===== config.mk =====
export PLATFORM = sky130hd
export DESIGN_NAME = bcd_to_binary_seq_flat
export DESIGN_NICKNAME = d
export VERILOG_FILES = /design/src/rtl/bcd_to_binary_seq_pkg.sv /design/src/rtl/bcd_to_binary_seq_if.sv /design/src/rtl/bcd_to_binary_seq_sub3.sv /design/src/rtl/bcd_to_binary_seq.sv /design/src/flat_wrapper.sv
export SDC_FILE = /design/constraint.sdc
export NUM_CORES = 1
export LEC_CHECK = 0
export CAP_MARGIN = 10
export CORE_UTILIZATION = 48
export CTS_CLUSTER_SIZE = 40
export DETAILED_ROUTE_END_ITERATION = 8
export HOLD_SLACK_MARGIN = 0.06
export PLACE_DENSITY_LB_ADDON = 0.12
export REMOVE_ABC_BUFFERS = 1
export SLEW_MARGIN = 20
export SYNTH_ARGS = -nofsm -noshare
export SYNTH_HDL_FRONTEND = slang
export SYNTH_HIERARCHICAL = 1
export SYNTH_SLANG_ARGS = --single-unit

===== constraint.sdc =====
create_clock -name clk -period 1.38 [get_ports clk]
set_input_delay 0.276 -clock clk [delete_from_list [all_inputs] [get_ports clk]]
set_output_delay 0.276 -clock clk [all_outputs]
set_load 0.01 [all_outputs]

===== src/rtl/bcd_to_binary_seq_pkg.sv =====
// Shared widths, iteration count and FSM encoding for the sequential
// 3-digit BCD to binary converter.
package bcd_to_binary_seq_pkg;

    localparam int NUM_DIGITS = 3;
    localparam int BIN_W      = 10;
    localparam int ITER_COUNT = 10;
    localparam int DIGIT_W    = 4;
    localparam int BCD_W      = NUM_DIGITS * DIGIT_W;
    localparam int WORK_W     = BCD_W + BIN_W;
    localparam int CNT_W      = 4;

    localparam logic [CNT_W-1:0] LAST_ITER = CNT_W'(ITER_COUNT - 1);

    typedef enum logic [1:0] {
        IDLE = 2'd0,
        CONV = 2'd1,
        DONE = 2'd2
    } state_t;

    // True when any packed 4-bit field holds a non-decimal code (A..F).
    function automatic logic bcd_has_bad_digit(input logic [BCD_W-1:0] bcd);
        logic bad;
        bad = 1'b0;
        for (int i = 0; i < NUM_DIGITS; i++) begin
            if (bcd[i*DIGIT_W +: DIGIT_W] > 4'd9) begin
                bad = 1'b1;
            end
        end
        return bad;
    endfunction

endpackage


===== src/rtl/bcd_to_binary_seq_if.sv =====
// Input/output handshake bundle of the BCD to binary converter.
interface bcd_to_binary_seq_if;
    import bcd_to_binary_seq_pkg::*;

    logic               in_valid;
    logic               in_ready;
    logic [DIGIT_W-1:0] in_hundreds;
    logic [DIGIT_W-1:0] in_tens;
    logic [DIGIT_W-1:0] in_ones;
    logic               out_valid;
    logic               out_ready;
    logic [BIN_W-1:0]   out_bin;
    logic               out_err;

    modport master (
        output in_valid, in_hundreds, in_tens, in_ones, out_ready,
        input  in_ready, out_valid, out_bin, out_err
    );

    modport slave (
        input  in_valid, in_hundreds, in_tens, in_ones, out_ready,
        output in_ready, out_valid, out_bin, out_err
    );

endinterface


===== src/rtl/bcd_to_binary_seq_sub3.sv =====
// Per-digit correction step of the reverse double-dabble: a shifted BCD
// field of 8 or more had a 10 shifted into it, so take 3 off to fix it.
module bcd_to_binary_seq_sub3 (
    input  logic [3:0] i_val,
    output logic [3:0] o_val
);

    assign o_val = (i_val >= 4'd8) ? (i_val - 4'd3) : i_val;

endmodule


===== src/rtl/bcd_to_binary_seq.sv =====
// Sequential 3-digit BCD to 10-bit binary converter: one shift/correct
// iteration per cycle over a {bcd, bin} work register, valid/ready on both sides.
module bcd_to_binary_seq
    import bcd_to_binary_seq_pkg::*;
(
    input  logic               clk,
    input  logic               rst_n,
    bcd_to_binary_seq_if.slave bus
);

    state_t             r_state;
    state_t             w_state_next;
    logic [CNT_W-1:0]   r_cnt;
    logic [CNT_W-1:0]   w_cnt_next;
    logic [WORK_W-1:0]  r_work;
    logic [WORK_W-1:0]  w_work_next;
    logic [BIN_W-1:0]   r_out_bin;
    logic [BIN_W-1:0]   w_out_bin_next;
    logic               r_out_err;
    logic               w_out_err_next;

    logic [BCD_W-1:0]   w_in_bcd;
    logic               w_in_bad;
    logic [WORK_W-1:0]  w_shifted;
    logic [WORK_W-1:0]  w_corrected;

    assign w_in_bcd  = {bus.in_hundreds, bus.in_tens, bus.in_ones};
    assign w_in_bad  = bcd_has_bad_digit(w_in_bcd);
    assign w_shifted = r_work >> 1;

    // Binary bits pass through; only the BCD fields get corrected.
    assign w_corrected[BIN_W-1:0] = w_shifted[BIN_W-1:0];

    for (genvar gi = 0; gi < NUM_DIGITS; gi++) begin : g_digit
        bcd_to_binary_seq_sub3 u_sub3 (
            .i_val (w_shifted[BIN_W + gi*DIGIT_W +: DIGIT_W]),
            .o_val (w_corrected[BIN_W + gi*DIGIT_W +: DIGIT_W])
        );
    end

    always_comb begin
        w_state_next   = r_state;
        w_cnt_next     = r_cnt;
        w_work_next    = r_work;
        w_out_bin_next = r_out_bin;
        w_out_err_next = r_out_err;
        case (r_state)
            IDLE: begin
                if (bus.in_valid) begin
                    w_cnt_next  = '0;
                    w_work_next = {w_in_bcd, {BIN_W{1'b0}}};
                    if (w_in_bad) begin
                        w_state_next   = DONE;
                        w_out_bin_next = '0;
                        w_out_err_next = 1'b1;
                    end else begin
                        w_state_next = CONV;
                    end
                end
            end
            CONV: begin
                w_work_next = w_corrected;
                w_cnt_next  = r_cnt + 1'b1;
                // The last iteration's result is taken straight from the
                // correction network so DONE follows the 10th CONV edge.
                if (r_cnt == LAST_ITER) begin
                    w_state_next   = DONE;
                    w_out_bin_next = w_corrected[BIN_W-1:0];
                    w_out_err_next = 1'b0;
                end
            end
            DONE: begin
                if (bus.out_ready) begin
                    w_state_next = IDLE;
                end
            end
            default: begin
                w_state_next = IDLE;
            end
        endcase
    end

    always_ff @(posedge clk or negedge rst_n) begin
        if (!rst_n) begin
            r_state   <= IDLE;
            r_cnt     <= '0;
            r_work    <= '0;
            r_out_bin <= '0;
            r_out_err <= 1'b0;
        end else begin
            r_state   <= w_state_next;
            r_cnt     <= w_cnt_next;
            r_work    <= w_work_next;
            r_out_bin <= w_out_bin_next;
            r_out_err <= w_out_err_next;
        end
    end

    // Handshake outputs decode the state register only.
    assign bus.in_ready  = (r_state == IDLE);
    assign bus.out_valid = (r_state == DONE);
    assign bus.out_bin   = r_out_bin;
    assign bus.out_err   = r_out_err;

endmodule

===== src/flat_wrapper.sv =====
// flat-port wrapper written by rule: the top's interface ports become plain ports
module bcd_to_binary_seq_flat import bcd_to_binary_seq_pkg::*;
  (clk, rst_n, bus_in_valid, bus_in_hundreds, bus_in_tens, bus_in_ones, bus_out_ready, bus_in_ready, bus_out_valid, bus_out_bin, bus_out_err);
  bcd_to_binary_seq_if bus_i ();
  input  logic clk;
  input  logic rst_n;
  input wire logic [$bits(bus_i.in_valid)-1:0] bus_in_valid;
  input wire logic [$bits(bus_i.in_hundreds)-1:0] bus_in_hundreds;
  input wire logic [$bits(bus_i.in_tens)-1:0] bus_in_tens;
  input wire logic [$bits(bus_i.in_ones)-1:0] bus_in_ones;
  input wire logic [$bits(bus_i.out_ready)-1:0] bus_out_ready;
  output wire logic [$bits(bus_i.in_ready)-1:0] bus_in_ready;
  output wire logic [$bits(bus_i.out_valid)-1:0] bus_out_valid;
  output wire logic [$bits(bus_i.out_bin)-1:0] bus_out_bin;
  output wire logic [$bits(bus_i.out_err)-1:0] bus_out_err;
  assign bus_i.in_valid = bus_in_valid;
  assign bus_i.in_hundreds = bus_in_hundreds;
  assign bus_i.in_tens = bus_in_tens;
  assign bus_i.in_ones = bus_in_ones;
  assign bus_i.out_ready = bus_out_ready;
  assign bus_in_ready = bus_i.in_ready;
  assign bus_out_valid = bus_i.out_valid;
  assign bus_out_bin = bus_i.out_bin;
  assign bus_out_err = bus_i.out_err;
  bcd_to_binary_seq u_core (.clk(clk), .rst_n(rst_n), .bus(bus_i));
endmodule

* Yosys cells after proc, flatten, opt, wreduce, memory -nomap -nowiden
Cells that the tools add are included.
** Storage, ports and cells
- Output and inout port bits :: 13
- Register bits :: 39
- Input bits :: 16
** Cells by class
- Muxes and demuxes :: 23
- Eq/ne operators :: 7
- Reductions and logical operators :: 5
- $add $sub $neg :: 4
- Magnitude comparators :: 6
** Operators by type and width (count)
- $pmux 22 s2 :: 1
- $mux 10 :: 3
- $mux 22 :: 1
- $pmux 10 s2 :: 1
- $mux 4 :: 4
- $gt 4x4->1 const B :: 3
- $ge 4x4->1 const B :: 2
- $mux 2 :: 4
- $pmux 4 s2 :: 1
- $sub 4x2->4 const B :: 2
- $mux 1 :: 6
- $pmux 2 s3 :: 1
- $add 4x1->4 const B :: 1
- $eq 4x4->1 const B :: 1
- $ge 3x4->1 const B :: 1
- $ne 2x1->1 const B :: 2
- $ne 2x2->1 const B :: 2
- $reduce_and 4->1 :: 1
- $sub 3x2->4 const B :: 1
- $reduce_and 3->1 :: 1
- $eq 2x1->1 const B :: 1
- $eq 2x2->1 const B :: 1
- $logic_not 2->1 :: 1
- $pmux 1 s2 :: 1
- 2 further kinds :: 2

* Depth between registers and ports, before layout
Gate-level depths: netlist (run 1).
- Depth in word-level cells :: 7
- Mapped depth :: 7

* Modules after synthesis
Netlist (run 1), hierarchy kept.
** Modules (own cells, without submodules)
- bcd_to_binary_seq :: times used 1, seq. area each 950.9 um^2, cells an instance 144, area each 1747.9 um^2
- bcd_to_binary_seq_sub3 :: times used 3, seq. area each 0.0 um^2, cells an instance 11, area each 76.3 um^2

* Worst setup path after synthesis (run 1)
Ideal clock, no wire load.
- Path kind :: flip-flop to flip-flop
- Start point :: register u_core.r_cnt[1]
- End point :: register u_core.r_out_bin[3], in the netlist u_core/bus.out_bin[3]
- Required time :: 1.255 ns
- Setup time :: 0.125 ns
- Data arrival time :: 1.333 ns
- Slack :: -0.078 ns
- Path buffers :: 1
- Stages on the path, launching flop included :: 8
- Cells stage by stage :: dfrtp_1 -> inv_1 -> ha_1 -> nand2_1 -> o21ai_4 -> nand3_4 -> buf_12 -> mux2_4
** On the way
- Word-level cells in the longest chain between the ends :: 3
** RTL lines
- from (decl) :: line bcd_to_binary_seq.sv:13 : logic [CNT_W-1:0] r_cnt;
- from (signal assigned) :: line bcd_to_binary_seq.sv:92 : r_cnt <= w_cnt_next;
- $eq 4x4->1 :: line bcd_to_binary_seq.sv:66 : if (r_cnt == LAST_ITER) begin
- $ne 2x1->1 (no line)
- $reduce_and 4->1 (no line)
- to (signal assigned) :: line bcd_to_binary_seq.sv:94 : r_out_bin <= w_out_bin_next;
- to (decl) :: line bcd_to_binary_seq.sv:17 : logic [BIN_W-1:0] r_out_bin;
Every way passes these cells.
A chain may end at the register's enable or synchronous reset.

* Final worst setup path (run 1)
- Start point :: register u_core.r_cnt[1]
- End point :: register u_core.r_out_bin[2], in the netlist u_core/bus.out_bin[2]
Same word-level chain as after synthesis.

==> metrics.md, run 1 <==
| Metric | Value |
|---|---|
| N_diodes | `0` |
| Top-area cell type share of the netlist area | `0.4810` |
| Cell variety after synth | `34` |
| Final clock skew | `0.006151 ns` |
| Register clock-pin slew on the reported worst setup and hold paths | `0.08 ns` |
| Worst hold path class | `reg2reg` |
| Final worst path period need | `1.537 ns` |
| Final Setup Violations | `24` |
| Clock tree from TritonCTS | `done` |
| Total wire length after detailed routing | `4255 µm` |
| Int Pwr | `3.141 mW` |
| Worst vdd ir | `1040 µV` |
| Cell accounting for the most synthesized area | `sky130_fd_sc_hd__dfrtp_1` |
| Total via count after detailed routing | `1465` |
| Wire per inst | `14.98 µm` |
| IO Port Bufs | `28` |
| TritonCTS buffer count | `5` |
| Share of total power in combinational logic | `0.506` |
| Fraction of power spent switching nets | `0.3742` |
| Fraction of power consumed by the clock network | `0.158` |
| Critical path peak fanout | `6` |
| Synthesis-to-finish area growth | `37.41%` |
| Sequential power share | `0.337` |
| Final antenna-violating net count | `0` |
| Synthesized cell area | `0.001977 mm²` |
| Result of the run | `finished with violations` |
| Final weighted congestion in routability-driven placement | `0.7459` |
| Fraction of layout instances using a drive strength above 1 | `0.2754` |
| Die area | `0.004379 mm²` |
| Share of the yosys chip area belonging to registers | `0.4810` |
| First-pass GRT wire length | `6865 µm` |
| Commonest cells after routing, fill and taps aside | `sky130_fd_sc_hd__dfrtp_1, sky130_fd_sc_hd__nand2_1, sky130_fd_sc_hd__o21ai_1` |
| Power dissipated by switching net loads | `1.878 mW` |
| Initial core utilization | `0.5204` |
| Final instance count without filler cells | `284` |
| # rows | `22` |
| Die Span Y | `66.18 µm` |
| Num ports | `29` |
| Detailed-route DRC error count | `0` |
| TritonCTS sink count | `38` |
| Pin count of the biggest net entering global routing | `39` |
| Layout Nets | `259` |
| Failing checks | `negative setup slack` |
| Startpoint kind of the worst setup timing path | `register` |
| Min setup slack post-route | `-0.1567 ns` |
| TritonRoute pass-1 iters | `4` |
| Power density cells | `1847 mW/mm²` |
| Deepest clock path buffer count | `2` |
| Req. time, crit path | `1.55 ns` |
| Unrepaired setup endpoints after global routing | `true` |
| Antenna violations before repair | `0` |
| Insertion delay of the later-clocked pin in the worst-skew pair | `0.29 ns` |
| Vias in the first global route | `1508` |
| Max Slew Vio Count | `0` |
| Critical path start-end classification | `reg2reg` |
| #FFs+latches synth | `38` |
| Via-to-Cell Ratio | `5.158` |
| Average footprint of a synthesized cell | `11.17 µm²` |
| Fin crit share | `1.114` |
| Total power after layout | `5.018 mW` |
| Cell count after synthesis | `177` |
| Kind of end point of the critical path | `register` |
| R2r worst-path depth | `6` |
| Most common library cell in the layout ignoring fill and taps | `sky130_fd_sc_hd__dfrtp_1` |
| Min-Delay Path Depth | `1` |
| Max frequency | `650.8 MHz` |
| Leakage power of the design | `1.397 nW` |
| Deepest level of the CTS H-tree | `2` |
| YS warnings | `6` |
| Number of design-rule violations left by the first detailed-router iteration | `92` |
| Width of the die | `66.18 µm` |
| Cell types with the largest area share after synthesis | `sky130_fd_sc_hd__dfrtp_1, sky130_fd_sc_hd__mux2i_1, sky130_fd_sc_hd__mux2_4, sky130_fd_sc_hd__ha_1, sky130_fd_sc_hd__nand2_1` |
| Root cell of the clock tree | `sky130_fd_sc_hd__clkbuf_8` |
| Overall track demand over capacity in global routing | `0.2147` |
| Placed cells | `263` |
| Final Hold Fails | `0` |
| Detail Placement HPWL | `2674 µm` |
| Worst hold slack | `0.4754 ns` |
| Area of the placeable core | `0.003799 mm²` |
| Arrival time worst endpoint | `1.71 ns` |
| Max-capacitance violation count | `0` |
| GR Overflow Total | `0` |
| Worst slack at placement | `-0.5326 ns` |
==> cells in the mapped netlist (all sizes together) <==
cell,number
a21oi,4
o21ai,22
or2,1
nor2b,4
a22o,1
mux2,9
nand2,19
xnor2,3
ha,8
inv,10
and2,9
or2b,1
nand4b,1
mux2i,14
conb,1
dfrtp,38
buf,7
a21o,9
nand3,2
xor2,4
nand2b,4
nor2,4
o2bb2ai,1
o22ai,1
==> worst max-delay path, cell delays in order (launching register included) <==
cell	delay, ns
sky130_fd_sc_hd__dfrtp_1	0.39
sky130_fd_sc_hd__inv_2	0.09
sky130_fd_sc_hd__ha_4	0.14
sky130_fd_sc_hd__nand2_4	0.05
sky130_fd_sc_hd__o21ai_4	0.23
sky130_fd_sc_hd__nand3_4	0.19
sky130_fd_sc_hd__mux2_4	0.33
==> flip-flops by register name, summed over array words and instances (netlist names) <==
name / count
u_core/r_work: 21
u_core/bus.out_bin: 10
u_core/r_cnt: 4
u_core/r_state: 2
u_core/bus.out_err: 1
==> kinds of logic after synthesis <==
| kind of cell | synth area share |
|---|---|
| AND/OR/NAND/NOR | 0.1291 |
| other | 0.001897 |
| flip-flops | 0.4810 |
| AO/OA/AOI/OAI | 0.1177 |
| buffers and inverters | 0.05316 |
| multiplexers | 0.1354 |
| adder cells (fa/ha/maj) | 0.05063 |
| XOR/XNOR | 0.03101 |
==> cell type report <==
class	instances	area [µm²]
sequential	38	950.9
fill	279	1082
tap	48	60.06
inverter	10	37.54
clock inverter	2	12.51
clock buffer	6	82.58
multi-input combinational	127	1020
timing repair buffer	53	553.0
==> path summary, 6_finish.rpt <==
check	from	end	slack, ns
min in group asynchronous	rst_n	u_core/r_work[3]$_DFFE_PN0P_	0.49
max in group asynchronous	rst_n	u_core/r_work[20]$_DFFE_PN0P_	0.70
worst max-delay path	u_core/r_cnt[1]$_DFFE_PN0P_	u_core/bus.out_bin[2]$_DFFE_PN0P_	-0.16
worst min-delay path	u_core/r_work[6]$_DFFE_PN0P_	u_core/r_work[6]$_DFFE_PN0P_	0.48
worst max register to register	u_core/r_cnt[1]$_DFFE_PN0P_	u_core/bus.out_bin[2]$_DFFE_PN0P_	-0.16
worst min register to register	u_core/r_work[6]$_DFFE_PN0P_	u_core/r_work[6]$_DFFE_PN0P_	0.48
==> routing by layer <==
metal / vias to the layer above / part of all wire / track usage / wire length, µm
met3: 11 / 0.025 / 0.04655 / 105
met2: 28 / 0.51 / 0.3673 / 2176
met5: - / 0 / 0 / 0
met4: 0 / 0.026 / 0.1011 / 112
met1: 721 / 0.44 / 0.2547 / 1860
li1: 705 / - / - / -
==> power groups by stage <==
| stage | Combinational (mW) | Clock, mW | Sequential [mW] |
|---|---|---|---|
| global placement | 1.76 | 0 | 1.68 |
| CTS | 2.08 | 0.818 | 1.68 |
| finish | 2.54 | 0.792 | 1.69 |
| global route | 2.76 | 0.872 | 1.74 |
| detailed placement | 1.86 | 0 | 1.70 |
| floorplan | 1.13 | 0 | 1.68 |
==> what timing repair did <==
action	in CTS	in global routing
setup buffers	8	3
endpoints found under the hold margin	38	0
endpoints found under the setup margin	37	38
hold buffers	1	0
pin swaps	4	3
resized for setup	33	37
cloned	1	1
==> through the flow <==
step | instance area, µm² | TNS [ns] | utilization
2_1_floorplan | 1924 | -5.956 | -
3_3_place_gp | 2370 | -8.813 | 0.6238
3_5_place_dp | 2370 | -9.568 | 0.6238
4_1_cts | 2571 | -1.702 | 0.6769
5_1_grt | 2716 | -3.778 | 0.7151
6_report | 2716 | -2.040 | 0.7151
(Power assumes the default switching activity.)
==> inputs of run 2 (changes only) <==
--- a/config.mk
+++ b/config.mk
@@ -6,9 +6,10 @@
 export NUM_CORES = 1
 export LEC_CHECK = 0
 export CAP_MARGIN = 10
-export CORE_UTILIZATION = 48
+export CORE_UTILIZATION = 35
 export CTS_CLUSTER_SIZE = 40
 export DETAILED_ROUTE_END_ITERATION = 8
+export GPL_ROUTABILITY_DRIVEN = 0
 export HOLD_SLACK_MARGIN = 0.06
 export PLACE_DENSITY_LB_ADDON = 0.12
 export REMOVE_ABC_BUFFERS = 1
==> metrics.md, run 2 (synthesized netlist as in run 1, its figures left out) <==
| Metric | Value |
|---|---|
| Register clock-pin slew on the reported worst setup and hold paths | `0.08 ns (about the same)` |
| Max-capacitance violation count | `0 (unchanged)` |
| Num ports | `29 (unchanged)` |
| Final Setup Violations | `18 (-25%)` |
| Final antenna-violating net count | `0 (unchanged)` |
| Fraction of layout instances using a drive strength above 1 | `0.2951 (+0.01966)` |
| Met3 Usage GRT | `0.04048 (-0.006076)` |
| Insertion delay of the later-clocked pin in the worst-skew pair | `0.29 ns (about the same)` |
| Max frequency | `650.0 MHz (-0.12%)` |
| Synthesis-to-finish area growth | `42.28%` |
| Deepest clock path buffer count | `2 (unchanged)` |
| Leakage power of the design | `1.453 nW (+4.0%)` |
| Antenna violations before repair | `0 (unchanged)` |
| Clock tree from TritonCTS | `done` |
| Fraction of power spent switching nets | `0.3422 (-0.03198)` |
| Total via count after detailed routing | `1413 (-3.5%)` |
| Worst vdd ir | `871.9 µV (-16%)` |
| First-pass GRT wire length | `6844 µm (-0.31%)` |
| Final Hold Fails | `0 (unchanged)` |
| Layout Nets | `267 (+3.1%)` |
| N_diodes | `0 (unchanged)` |
| Result of the run | `finished with violations` |
| Root cell of the clock tree | `sky130_fd_sc_hd__clkbuf_8` |
| TritonCTS sink count | `38 (unchanged)` |
| Fin crit share | `1.115 (+0.001316)` |
| Setup tns final | `-1.776 ns (+0.2646 ns)` |
| Post-route cell area | `0.002813 mm² (+3.5%)` |
| Max FFs per register | `21 (unchanged)` |
| Power density cells | `1900 mW/mm² (+2.8%)` |
| Final clock skew | `0.007455 ns (+0.001304 ns)` |
| Kind of end point of the critical path | `register` |
| Die area | `0.005953 mm² (+36%)` |
| Pin count of the biggest net entering global routing | `26 (-33%)` |
| Failing checks | `negative setup slack` |
| Vias in the first global route | `1437 (-4.7%)` |
| Register ranked first by flip-flop count | `u_core/r_work` |
| # rows | `26 (+18%)` |
| Deepest level of the CTS H-tree | `2 (unchanged)` |
| TritonRoute pass-1 iters | `4 (unchanged)` |
| Arrival time worst endpoint | `1.71 ns (about the same)` |
| Commonest cells after routing, fill and taps aside | `sky130_fd_sc_hd__dfrtp_1, sky130_fd_sc_hd__buf_4, sky130_fd_sc_hd__nand2_1` |
| Sequential power share | `0.317 (-0.020)` |
| Gr busiest metal | `met2` |
| Total wire length after detailed routing | `4109 µm (-3.4%)` |
| Setup slack of the worst register-to-register path | `-0.16 ns (about the same)` |
| Grt met1 use | `0.1860 (-0.06873)` |
| Final instance count without filler cells | `314 (+11%)` |
| Met2 Usage GRT | `0.2469 (-0.1204)` |
| Most common library cell in the layout ignoring fill and taps | `sky130_fd_sc_hd__dfrtp_1` |
| Share of total power in combinational logic | `0.473 (-0.033)` |
| Critical path start-end classification | `reg2reg` |
| Width of the die | `77.16 µm (+17%)` |
| Initial core utilization | `0.3751 (-0.1453)` |
| Max Slew Vio Count | `0 (unchanged)` |
| Die Span Y | `77.16 µm (+17%)` |
| Detailed-route DRC error count | `0 (unchanged)` |
| # fillers | `481 (+72%)` |
| Power dissipated by switching net loads | `1.829 mW (-2.6%)` |
| GR Overflow Total | `0 (unchanged)` |
| Startpoint kind of the worst setup timing path | `register` |
| Int Pwr | `3.516 mW (+12%)` |
| Req. time, crit path | `1.56 ns (about the same)` |
| TritonCTS buffer count | `5 (unchanged)` |
| Overall track demand over capacity in global routing | `0.1491 (-0.06562)` |
| Detail Placement HPWL | `2701 µm (+1.0%)` |
| Worst hold path class | `in2reg` |
| Wire per inst | `13.09 µm (-13%)` |
| Min setup slack post-route | `-0.1585 ns (-0.001816 ns)` |
| Fraction of power consumed by the clock network | `0.211 (+0.053)` |
| Unrepaired setup endpoints after global routing | `true` |
| Final worst path period need | `1.538 ns (+0.001816 ns)` |
| Final core utilization | `0.5337 (-0.1814)` |
| Number of design-rule violations left by the first detailed-router iteration | `78 (-15%)` |
| Area of the placeable core | `0.005270 mm² (+39%)` |
| Critical path peak fanout | `5 (-1)` |
| IO Port Bufs | `28 (unchanged)` |
| Total cell area at the placement stage | `0.002412 mm² (+1.8%)` |
| Placed cells | `287 (+9.1%)` |
| Via-to-Cell Ratio | `4.500 (-13%)` |
| Total power after layout | `5.344 mW (+6.5%)` |
run 2: through the flow:
stage	setup WS (ns)	hold WS (ns)
4_1_cts	-0.1527	0.4388
3_3_place_gp	-0.5212	0.2040
5_1_grt	-0.2290	0.4209
2_1_floorplan	-0.3351	-0.01959
6_report	-0.1585	0.3957
3_5_place_dp	-0.5679	0.2106
run 2: worst max-delay path, stage by stage, from the launching register on:
cell and delay [ns]:
sky130_fd_sc_hd__dfrtp_1 0.42, sky130_fd_sc_hd__buf_4 0.15, sky130_fd_sc_hd__nand4b_1 0.25, sky130_fd_sc_hd__nand3_4 0.15
sky130_fd_sc_hd__buf_4 0.13, sky130_fd_sc_hd__mux2_2 0.32
run 2: cell type report:
cell class | count | area [µm²] | share of cell area
sequential | 38 | 950.9 | 0.3381
inverter | 10 | 37.54 | 0.01335
clock buffer | 5 | 68.82 | 0.02447
multi-input combinational | 126 | 1010 | 0.3590
tap | 70 | 87.58 | 0.03114
clock inverter | 3 | 68.82 | 0.02447
timing repair buffer | 62 | 589.3 | 0.2095
run 2: final timing paths:
| path | startpoint | cells past startpoint | endpoint |
|---|---|---|---|
| max in group asynchronous | rst_n | 3 | u_core/r_work[13]$_DFFE_PN0P_ |
| worst min-delay path | bus_in_tens[1] | 3 | u_core/r_work[15]$_DFFE_PN0P_ |
| worst max register to register | u_core/r_state[0]$_DFFE_PN0P_ | 5 | u_core/bus.out_bin[1]$_DFFE_PN0P_ |
| min in group asynchronous | rst_n | 2 | u_core/r_cnt[2]$_DFFE_PN0P_ |
| worst max-delay path | u_core/r_state[0]$_DFFE_PN0P_ | 5 | u_core/bus.out_bin[1]$_DFFE_PN0P_ |
| worst min register to register | u_core/r_work[9]$_DFFE_PN0P_ | 1 | u_core/r_work[9]$_DFFE_PN0P_ |
run 2: what timing repair did:
action | 4_1_cts | 5_1_grt
hold endpoints to repair | 13 | 0
buffers inserted | 8 | 10
resized for setup | 35 | 30
pin swaps | 3 | 7
hold buffers | 1 | 0
setup endpoints to repair | 40 | 35
gates cloned | 0 | 0
run 2: layer usage:
metal / wire length (µm) / part of all wire / vias to the layer above
met5: 0 / 0 / -
met4: 74 / 0.018 / 0
met3: 152 / 0.037 / 8
met2: 2044 / 0.50 / 27
met1: 1838 / 0.45 / 659
li1: - / - / 719
run 2: power groups by stage:
stage                     Combinational, mW  Clock [mW]  Sequential (mW)
after global routing                   2.79        1.21             1.74
after global placement                 1.81           0             1.68
after detailed placement               1.88           0             1.69
after floorplan                        1.13           0             1.68
final                                  2.53        1.13             1.69
after CTS                              2.10        1.16             1.68
